## config.mk

```make
export PLATFORM = sky130hd
export DESIGN_NAME = div_result_bcd
export DESIGN_NICKNAME = d
export VERILOG_FILES = /design/src/rtl/div_result_bcd_pkg.sv /design/src/rtl/div_result_bcd_bcd_add3.sv /design/src/rtl/div_result_bcd.sv
export SDC_FILE = /design/constraint.sdc
export NUM_CORES = 1
export LEC_CHECK = 0
export ABC_CLOCK_PERIOD_IN_PS = 5240
export CAP_MARGIN = 10
export CORE_UTILIZATION = 45
export CTS_BUF_LIST = sky130_fd_sc_hd__clkbuf_4
export CTS_CLUSTER_DIAMETER = 150
export CTS_CLUSTER_SIZE = 10
export DETAILED_ROUTE_END_ITERATION = 8
export GPL_ROUTABILITY_DRIVEN = 0
export PLACE_DENSITY = 0.64
export SLEW_MARGIN = 20
export SYNTH_ARGS = -nofsm -noshare
export SYNTH_HDL_FRONTEND = slang
export SYNTH_SLANG_ARGS = --single-unit
```

## constraint.sdc

```tcl
create_clock -name clk -period 5.24 [get_ports clk]
set_input_delay 1.048 -clock clk [delete_from_list [all_inputs] [get_ports clk]]
set_output_delay 1.048 -clock clk [all_outputs]
set_load 0.02 [all_outputs]
```

## src/rtl/div_result_bcd_pkg.sv

```systemverilog
// Shared constants and FSM encoding for the divider-result BCD converter.
package div_result_bcd_pkg;

  localparam int WIDTH  = 16;
  localparam int DIGITS = 5;
  localparam int BCD_W  = 4 * DIGITS;
  localparam int CNT_W  = $clog2(WIDTH);

  typedef enum logic [1:0] {
    ST_IDLE = 2'd0,
    ST_CONV = 2'd1,
    ST_DONE = 2'd2
  } state_t;

endpackage

```

## src/rtl/div_result_bcd_bcd_add3.sv

```systemverilog
// Combinational double-dabble cell: a BCD digit of 5 or more gets 3 added
// so the following left shift carries correctly into the next digit.
module bcd_add3 (
  input  logic [3:0] d_in,
  output logic [3:0] d_out
);

  assign d_out = (d_in >= 4'd5) ? (d_in + 4'd3) : d_in;

endmodule

```

## src/rtl/div_result_bcd.sv

```systemverilog
// Converts a divider's quotient and remainder to packed BCD in parallel using
// sequential double dabble, with a valid/ready handshake on both sides.
module div_result_bcd
  import div_result_bcd_pkg::*;
(
  input  logic             clk,
  input  logic             rst,
  input  logic             in_valid,
  output logic             in_ready,
  input  logic [WIDTH-1:0] quotient,
  input  logic [WIDTH-1:0] remainder,
  input  logic             div_zero,
  output logic             out_valid,
  input  logic             out_ready,
  output logic [BCD_W-1:0] q_bcd,
  output logic [BCD_W-1:0] r_bcd,
  output logic             err
);

  state_t             state_q, state_d;
  logic [CNT_W-1:0]   cnt_q, cnt_d;
  logic [WIDTH-1:0]   q_op_q, q_op_d, r_op_q, r_op_d;
  logic [BCD_W-1:0]   q_acc_q, q_acc_d, r_acc_q, r_acc_d;
  logic               err_acc_q, err_acc_d;
  logic [BCD_W-1:0]   q_bcd_q, q_bcd_d, r_bcd_q, r_bcd_d;
  logic               err_q, err_d;

  logic [BCD_W-1:0]       q_adj, r_adj;
  logic [BCD_W+WIDTH-1:0] q_shift, r_shift;
  logic                   last_shift;

  for (genvar g = 0; g < DIGITS; g++) begin : g_add3
    bcd_add3 u_q_add3 (.d_in(q_acc_q[4*g +: 4]), .d_out(q_adj[4*g +: 4]));
    bcd_add3 u_r_add3 (.d_in(r_acc_q[4*g +: 4]), .d_out(r_adj[4*g +: 4]));
  end

  assign q_shift    = {q_adj, q_op_q} << 1;
  assign r_shift    = {r_adj, r_op_q} << 1;
  assign last_shift = (cnt_q == CNT_W'(WIDTH - 1));

  always_ff @(posedge clk or posedge rst) begin
    if (rst) begin
      state_q   <= ST_IDLE;
      cnt_q     <= '0;
      q_op_q    <= '0;
      r_op_q    <= '0;
      q_acc_q   <= '0;
      r_acc_q   <= '0;
      err_acc_q <= 1'b0;
      q_bcd_q   <= '0;
      r_bcd_q   <= '0;
      err_q     <= 1'b0;
    end else begin
      state_q   <= state_d;
      cnt_q     <= cnt_d;
      q_op_q    <= q_op_d;
      r_op_q    <= r_op_d;
      q_acc_q   <= q_acc_d;
      r_acc_q   <= r_acc_d;
      err_acc_q <= err_acc_d;
      q_bcd_q   <= q_bcd_d;
      r_bcd_q   <= r_bcd_d;
      err_q     <= err_d;
    end
  end

  always_comb begin
    state_d = state_q;
    case (state_q)
      ST_IDLE: if (in_valid)  state_d = ST_CONV;
      ST_CONV: if (last_shift) state_d = ST_DONE;
      ST_DONE: if (out_ready) state_d = ST_IDLE;
      default:                state_d = ST_IDLE;
    endcase
  end

  // Presented outputs are only reloaded on the final shift, so they keep the
  // previous result while a new conversion is in flight.
  always_comb begin
    cnt_d     = cnt_q;
    q_op_d    = q_op_q;
    r_op_d    = r_op_q;
    q_acc_d   = q_acc_q;
    r_acc_d   = r_acc_q;
    err_acc_d = err_acc_q;
    q_bcd_d   = q_bcd_q;
    r_bcd_d   = r_bcd_q;
    err_d     = err_q;
    case (state_q)
      ST_IDLE: begin
        if (in_valid) begin
          q_op_d    = quotient;
          r_op_d    = remainder;
          err_acc_d = div_zero;
          q_acc_d   = '0;
          r_acc_d   = '0;
          cnt_d     = '0;
        end
      end
      ST_CONV: begin
        q_acc_d = q_shift[BCD_W+WIDTH-1:WIDTH];
        q_op_d  = q_shift[WIDTH-1:0];
        r_acc_d = r_shift[BCD_W+WIDTH-1:WIDTH];
        r_op_d  = r_shift[WIDTH-1:0];
        cnt_d   = cnt_q + CNT_W'(1);
        if (last_shift) begin
          q_bcd_d = q_shift[BCD_W+WIDTH-1:WIDTH];
          r_bcd_d = r_shift[BCD_W+WIDTH-1:WIDTH];
          err_d   = err_acc_q;
        end
      end
      default: ;
    endcase
  end

  always_comb begin
    in_ready  = (state_q == ST_IDLE);
    out_valid = (state_q == ST_DONE);
  end

  assign q_bcd = q_bcd_q;
  assign r_bcd = r_bcd_q;
  assign err   = err_q;

endmodule
```

==> impl_metrics.json <==
{
  "die_area_mm2": 0.01355,
  "multi_input_area_mm2": 0.002631,
  "drv_slew": 0,
  "post-cts-setup-buffers": 0,
  "yosysWarnings": 0,
  "drc": 0,
  "r2r_cells": 5,
  "dieHeight_um": 116.4,
  "power.leakage_nw": 3.057,
  "async_reset_ff_share_pct": 100.0,
  "cts_resized": 0,
  "r2r-end": "cnt_q[2]",
  "fmax_mhz": 314.2,
  "whs_endpoint": "q_bcd[4]",
  "synth-simple-area-share_pct": 13.57,
  "synth-compound-area-share_pct": 19.90,
  "synth_seq_cells": 120,
  "n_fill_cell": 1156,
  "nets": 714,
  "synth_cells": 585,
  "dieWidth_um": 116.4,
  "regArea_mm2": 0.003003,
  "antenna_found_initial": 0,
  "vias_per_cell": 5.414,
  "min_period_ns": 3.182,
  "cts.sinks": 120,
  "layout_common_cells": "dfrtp_1 (120), clkdlybuf4s50_1 (79), o21ai_0 (62)",
  "wirelength_um": 12730,
  "cp.arrival_ns": 2.13,
  "slew_headroom_pct": 28.62,
  "drtIter0Drc": 268,
  "antenna_left": 0,
  "worstSetupPathType": "reg2out",
  "switching_share_pct": 41.58,
  "finalHoldViolations": 0,
  "cts_max_path_buffers": 2,
  "grt_pass1_vias": 4494,
  "grt_max_degree": 49,
  "synth_top_family_by_area": "compound AO/OA/AOI/OAI gates",
  "r2r-start": "state_q[1]",
  "whs_path_depth": 2,
  "vdd_drop_max_v": 0.0002083,
  "powerDensity_mw_per_mm2": 605.8,
  "synthAdderAreaFrac_pct": 4.460,
  "status": "finished, final reports clean",
  "drive_gt1_share_pct": 8.246,
  "synth_nets": 643,
  "core-area_mm2": 0.01267,
  "path_clk_slew_ns": 0.10,
  "root_buffer": "clkbuf_4",
  "finalPower_mw": 4.228,
  "syn_avg_cell_area_um2": 10.07,
  "grt_first_pass_wirelength_um": 21530,
  "synthFlopType": "dfrtp_1",
  "worstPathRequired_ns": 4.19,
  "n_antenna_cell": 0,
  "fin_setup_tns_ns": 0,
  "whs_ns": 0.4852,
  "path_max_fanout": 19,
  "start_util_pct": 46.49,
  "startpoint": "state_q[1]",
  "clk_latency_ns": 0.53,
  "fin_crit_sh_pct": 60.73,
  "synthDistinctLibCells": 32,
  "syn_to_final_growth_pct": 18.48,
  "drv_cap": 0,
  "min_path_type": "reg2reg",
  "seq_area_frac_synth_pct": 50.98,
  "routedWlPerCell_um": 15.17,
  "synth_xor_area_share_pct": 1.487,
  "dp_hpwl_um": 8321,
  "numCtsBuffers": 17,
  "syn_area_mm2": 0.005891,
  "io_buffers": 79,
  "rrSetupSlack_ns": 2.85,
  "finalSetupViolCount": 0,
  "muxShareOfSynthArea_pct": 4.949,
  "power.internal_mw": 2.470,
  "row_count": 41,
  "gr-total-overflow": 0,
  "synth_edf_count": 0,
  "start_kind": "flip-flop",
  "ioPinCount": 80,
  "switching_power_mw": 1.758,
  "worst_pin_slew_ns": 1.068,
  "final_common_cell": "dfrtp_1",
  "worst_setup_path_end_kind": "output pin",
  "drtPass1Iterations": 5,
  "clock_skew_ns": 0.01116,
  "clockPowerShare_pct": 12.0,
  "hold_buffers": 0,
  "p_seq_share_pct": 39.1,
  "cts_tree": "done",
  "hp-start": "q_bcd[4]",
  "h-tree-depth": 4,
  "num_vias": 4542,
  "rsz0062_at_grt": "false",
  "comb_power_share_pct": 48.9,
  "track_usage_pct": 20.62
}
-- per-layer routing --
layer | up-vias | share of wire [%] | global-route usage, %
met2 | 118 | 49 | 33.49
met1 | 2205 | 46 | 26.36
met3 | 15 | 4.4 | 5.864
li1 | 2204 | - | -
met5 | - | 0 | 0
met4 | 0 | 1.3 | 7.179
-- cells in the mapped netlist (4+ instances only) --
| cell type | count | share of area (%) |
|---|---|---|
| a21oi_1 | 60 | 5.1 |
| a22o_1 | 20 | 3.0 |
| a22oi_1 | 30 | 3.8 |
| buf_2 | 17 | 1.4 |
| buf_6 | 4 | 0.76 |
| clkbuf_1 | 9 | 0.57 |
| dfrtp_1 | 120 | 51 |
| ha_1 | 21 | 4.5 |
| inv_1 | 22 | 1.4 |
| mux2_2 | 16 | 3.1 |
| mux2i_1 | 10 | 1.7 |
| nand2_1 | 57 | 3.6 |
| nand2b_1 | 12 | 1.3 |
| nand3_1 | 11 | 0.93 |
| nor2b_1 | 35 | 3.7 |
| nor3_1 | 11 | 0.93 |
| nor3b_1 | 18 | 2.3 |
| o21ai_0 | 62 | 5.3 |
| o21ai_1 | 25 | 2.1 |
| xnor2_1 | 10 | 1.5 |
-- kinds of logic after synthesis --
logic type / after synthesis
AO/OA/AOI/OAI: 201
AND/OR/NAND/NOR: 149
flip-flops: 120
buffers and inverters: 57
multiplexers: 27
adder cells (fa/ha/maj): 21
XOR/XNOR: 10
-- registers in the layout, summed over array words and instances, names as in the netlist --
| register | cells |
|---|---|
| q_acc_q | 20 |
| q_bcd | 20 |
| r_acc_q | 20 |
| r_bcd | 20 |
| q_op_q | 16 |
| r_op_q | 16 |
| cnt_q | 4 |
| state_q | 2 |
| err | 1 |
| err_acc_q | 1 |
-- power groups by stage --
| stage | clock [mW] | sequential (mW) | combinational [mW] |
|---|---|---|---|
| after detailed placement | 0 | 1.67 | 2.08 |
| after floorplan | 0 | 1.74 | 1.36 |
| after global routing | 0.568 | 1.71 | 2.31 |
| after CTS | 0.525 | 1.65 | 2.09 |
| after global placement | 0 | 1.64 | 2.00 |
| final | 0.507 | 1.65 | 2.07 |
-- worst max-delay path: stages, from the launching register on --
cell	delay (ns)
dfrtp_1	0.79
nand2b_1	0.14
inv_1	0.07
clkdlybuf4s50_1	0.60
-- worst max-delay path by stage --
stage / end / slack (ns) / cells past startpoint
floorplan: cnt_q[0] / 1.01 / 1
global placement: r_acc_q[3] / 1.99 / 4
detailed placement: q_op_q[5] / 1.94 / 5
CTS: out_valid / 2.03 / 3
global route: out_valid / 1.93 / 3
finish: out_valid / 2.06 / 3
-- through the flow --
step,worst slack [ns],instances,utilization [%],area [um2]
finish,2.058,839,55.08,6979
global placement,1.991,809,53.55,6785
global route,1.926,839,55.08,6979
floorplan,1.006,585,-,5891
CTS,2.032,839,55.08,6979
detailed placement,1.942,809,53.55,6785
-- area by class of cell --
cell class	count	share of cell area [%]
tap	172	3.084
clock inverter	9	0.5199
clock buffer	21	2.259
timing repair buffer	87	12.19
inverter	22	1.219
sequential	120	43.03
multi-input combinational	408	37.70
No activity file was read; power rests on OpenSTA's default activity.
